===== src/rtl/fetch_stage.sv =====
// fetch_stage: holds the PC, issues sequential reads to a 1-cycle instruction memory
// and buffers returned words in a small FIFO toward decode; redirects flush younger work.
module fetch_stage #(
    parameter int              XLEN     = 32,
    parameter logic [XLEN-1:0] RESET_PC = '0,
    parameter int              DEPTH    = 2
) (
    input  logic            clk,
    input  logic            reset,
    output logic            imem_req,
    output logic [XLEN-1:0] imem_addr,
    input  logic [XLEN-1:0] imem_rdata,
    input  logic            redirect_valid,
    input  logic [XLEN-1:0] redirect_pc,
    output logic            instr_valid,
    input  logic            instr_ready,
    output logic [XLEN-1:0] instr_data,
    output logic [XLEN-1:0] instr_pc,
    output logic [6:0]      instr_opcode
);
    localparam int AW = $clog2(DEPTH);
    localparam int CW = AW + 1;

    logic [XLEN-1:0] pc_q;
    logic [XLEN-1:0] inflight_pc;
    logic            inflight;
    logic [CW-1:0]   count;
    logic [AW-1:0]   rd_ptr;
    logic [AW-1:0]   wr_ptr;
    logic [XLEN-1:0] buf_data [DEPTH];
    logic [XLEN-1:0] buf_pc   [DEPTH];
    logic            push;
    logic            pop;

    // the in-flight word already owns a buffer slot, so the FIFO cannot overflow
    assign imem_req     = !reset && !redirect_valid && (32'(count) + 32'(inflight) < DEPTH);
    assign imem_addr    = pc_q;
    assign push         = inflight && !redirect_valid;
    assign pop          = instr_valid && instr_ready && !redirect_valid;
    assign instr_valid  = count != '0;
    assign instr_data   = instr_valid ? buf_data[rd_ptr] : '0;
    assign instr_pc     = instr_valid ? buf_pc[rd_ptr] : '0;
    assign instr_opcode = instr_data[6:0];

    always_ff @(posedge clk or posedge reset) begin
        if (reset) begin
            pc_q        <= RESET_PC;
            inflight    <= 1'b0;
            inflight_pc <= '0;
            count       <= '0;
            rd_ptr      <= '0;
            wr_ptr      <= '0;
        end else if (redirect_valid) begin
            pc_q     <= redirect_pc & ~XLEN'(3);
            inflight <= 1'b0;
            count    <= '0;
            rd_ptr   <= '0;
            wr_ptr   <= '0;
        end else begin
            if (imem_req) pc_q <= pc_q + XLEN'(4);
            inflight    <= imem_req;
            inflight_pc <= pc_q;
            if (push) wr_ptr <= wr_ptr + AW'(1);
            if (pop) rd_ptr <= rd_ptr + AW'(1);
            count <= count + CW'(push) - CW'(pop);
        end
    end

    always_ff @(posedge clk) begin
        if (push) begin
            buf_data[wr_ptr] <= imem_rdata;
            buf_pc[wr_ptr]   <= inflight_pc;
        end
    end
endmodule


===== config.mk =====
export PLATFORM = sky130hd
export DESIGN_NAME = fetch_stage
export DESIGN_NICKNAME = d
export VERILOG_FILES = /design/src/rtl/fetch_stage.sv
export SDC_FILE = /design/constraint.sdc
export NUM_CORES = 1
export LEC_CHECK = 0
export BUFFER_PORTS_ARGS = -buffer_cell sky130_fd_sc_hd__buf_2
export CORE_MARGIN = 2
export CORE_UTILIZATION = 49
export DETAILED_ROUTE_END_ITERATION = 16
export PLACE_DENSITY = 0.76
export SLEW_MARGIN = 15
export SYNTH_ARGS = -nofsm -noshare
export SYNTH_HDL_FRONTEND = slang
export SYNTH_SLANG_ARGS = --single-unit

===== constraint.sdc =====
create_clock -name clk -period 3.6 [get_ports clk]
set_input_delay 0.36 -clock clk [delete_from_list [all_inputs] [get_ports clk]]
set_output_delay 0.36 -clock clk [all_outputs]
set_load 0.005 [all_outputs]

==> results.toml <==
[critical_path]
worst_ep_required_time_ns = 3.24
timing.rr.start = "imem_addr[3]"
cp_max_fo = 63
endpoint_kind = "output port"
critPathKind = "reg -> out"
crit_start = "rd_ptr"
arrival_ns = 2.19
crit_path_start_kind = "flip-flop"

[detailed_routing]
drt-total-wl_mm = 15.96
drc = 0
vias = 4988
drtAntennaViolNets = 0
via_per_inst = 5.251
first_pass_iters = 4
wl_per_cell_um = 16.80
drtIter0Drc = 376

[layout]
drive_gt1_frac = 0.3243
nFillCells = 1253
antenna_cells = 0
area_delta_synth_final_pct = 21.28
nNetsFinal = 792

[sta]
drv_slew = 0
hold_ws_ns = 0.1262
worst_pin_slew_ns = 1.158
finalSetupViolCount = 0
fmax_mhz = 392.7
period_share = 0.7074
period_minus_slack_ns = 2.546
rsz0062_at_grt = "no"
finClkSkew_ns = 0.007202
relSlewSlack = 0.2277
hold_viol = 0

[floorplan]
start_util = 0.4971
row_count = 46
die_w_um = 130.3
die_h_um = 130.3
die_area_mm2 = 0.01697
coreArea_mm2 = 0.01571
io_pins = 173

[yosys]
async_flop_share = 0.3439
synth_flop_cell = "edfxtp_1"
ys_warn_count = 0
ys_seq_area_frac = 0.6850
synth_cells = 563
synth_top_area_cell = "edfxtp_1"
avgSynthCellArea_um2 = 13.87
synth.area.top_cells = "edfxtp_1 48%, dfrtp_1 21%, mux2i_1 8.1%"
netlist_area_mm2 = 0.007810
ys_ff_latch = 189
ys_types = 41
synth_top_area_frac = 0.4768
synth_edf_count = 124

[global_route]
use_met1 = 0.2457
antenna_found_initial = 1
grtUsageTotal = 0.1876
grt_use_met3 = 0.04469
busiest_layer = "met2"
met2_usage = 0.3089
grt_first_pass_wirelength_mm = 24.21
grt_max_degree = 64
grt_pass1_vias = 4687
grt-ovfl-total = 0

[placement]
dp_hpwl_mm = 10.62
gp_congestion = 0.8023
port_buffers = 166

[worst_hold_path]
min_from = "imem_rdata[30]"
hold_path.class = "in -> reg"

[clocking]
cts_hold_buf = 0
post_cts_resized = 0
htree_levels = 4
cts-root-buf = "clkbuf_16"
cts_buffer_depth = 2
clock-sinks = 189
clk_latency_ns = 0.42
cts_made_buffers = 17
clk_pin_slew_ns = 0.07
cts_tree = "yes"
postCtsSetupBuffers = 0

[power]
p_leak_uw = 0.003811
report.power.total_uw = 5135
power_density_mw_per_mm2 = 542.2
peakVddDrop_mv = 0.3428

[run_status]
status = "finished clean"

[run]
drv_cap = 0
[cell usage after synthesis (9+ instances only)]
master / number
nor2_1: 75
xor2_1: 18
mux2i_1: 63
nand2_1: 42
nand4_1: 11
edfxtp_1: 124
mux2_2: 27
buf_4: 11
clkbuf_1: 18
nand3_1: 9
o21ai_0: 23
dfrtp_1: 65
[critical path, cell delays in order, from the launching register on]
cell	delay (ns)
dfrtp_4	1.13
mux2i_1	0.29
nor2_1	0.08
buf_2	0.15
[path summary, 6_finish.rpt]
path | slack [ns] | endpoint | cells after the start
worst max-delay path | 1.05 | instr_pc[30] | 3
worst min-delay path | 0.13 | buf_data[1][30] | 1
worst max register to register | 1.38 | imem_addr[28] | 6
worst min register to register | 0.46 | buf_pc[0][4] | 0
max in group asynchronous | 2.57 | inflight_pc[12] | 3
min in group asynchronous | 0.19 | imem_addr[4] | 2
[sequential cells by signal (all words and copies together) (netlist names)]
register	flops
buf_data	64
inflight	1
imem_addr	30
inflight_pc	30
buf_pc	60
wr_ptr	1
rd_ptr	1
count	2
[routing by layer]
metal / share of wire / vias up
met2: 0.50 / 169
li1: - / 2353
met4: 0.013 / 2
met5: 0.00081 / -
met1: 0.43 / 2448
met3: 0.057 / 16
[cells in the final DEF, fill, tap and decap left out, types with 11 or more instances in the layout]
| cell | instances |
|---|---|
| buf_2 | 166 |
| mux2_2 | 27 |
| nand2_1 | 42 |
| xor2_1 | 18 |
| edfxtp_1 | 124 |
| mux2i_1 | 63 |
| nor2_1 | 72 |
| dfrtp_1 | 64 |
| nand4_1 | 11 |
| o21ai_0 | 23 |
| clkbuf_16 | 20 |
[cell type report]
class | count | area (um2) | area share
clock inverters | 9 | 102.6 | 0.01083
multi-input cells | 332 | 2281 | 0.2408
inverters | 7 | 26.28 | 0.002774
clock buffers | 23 | 521.8 | 0.05509
well taps | 216 | 270.3 | 0.02853
flip-flops and latches | 189 | 5354 | 0.5653
repair buffers | 174 | 915.9 | 0.09670
[cell families (layout without fill, tap and decap cells)]
group	count (synthesis)	after routing	synth area share
mux	90	90	0.1197
simple gates	171	171	0.1009
fa+ha+maj	3	3	0.004807
flops	189	189	0.6850
xor+xnor	25	25	0.02804
compound gates	39	39	0.03381
buf+inv	45	213	0.02724
other cells	1	4	0.0004802
[stage by stage]
step	cell area, um2	util	setup slack, ns	setup TNS (ns)	std cells
after floorplan	7821	-	-0.4174	-51.76	566
after global placement	8847	0.5631	1.220	0	918
after detailed placement	8847	0.5631	1.193	0	918
after CTS	9472	0.6028	1.031	0	950
after global routing	9472	0.6028	0.9280	0	950
final	9472	0.6028	1.054	0	950
[power breakdown]
part	internal, uW	switching [uW]
Sequential	2470	158
Combinational	280	288
Clock	1170	773
Total	3920	1220
No activity file was read; power rests on OpenSTA's default activity.
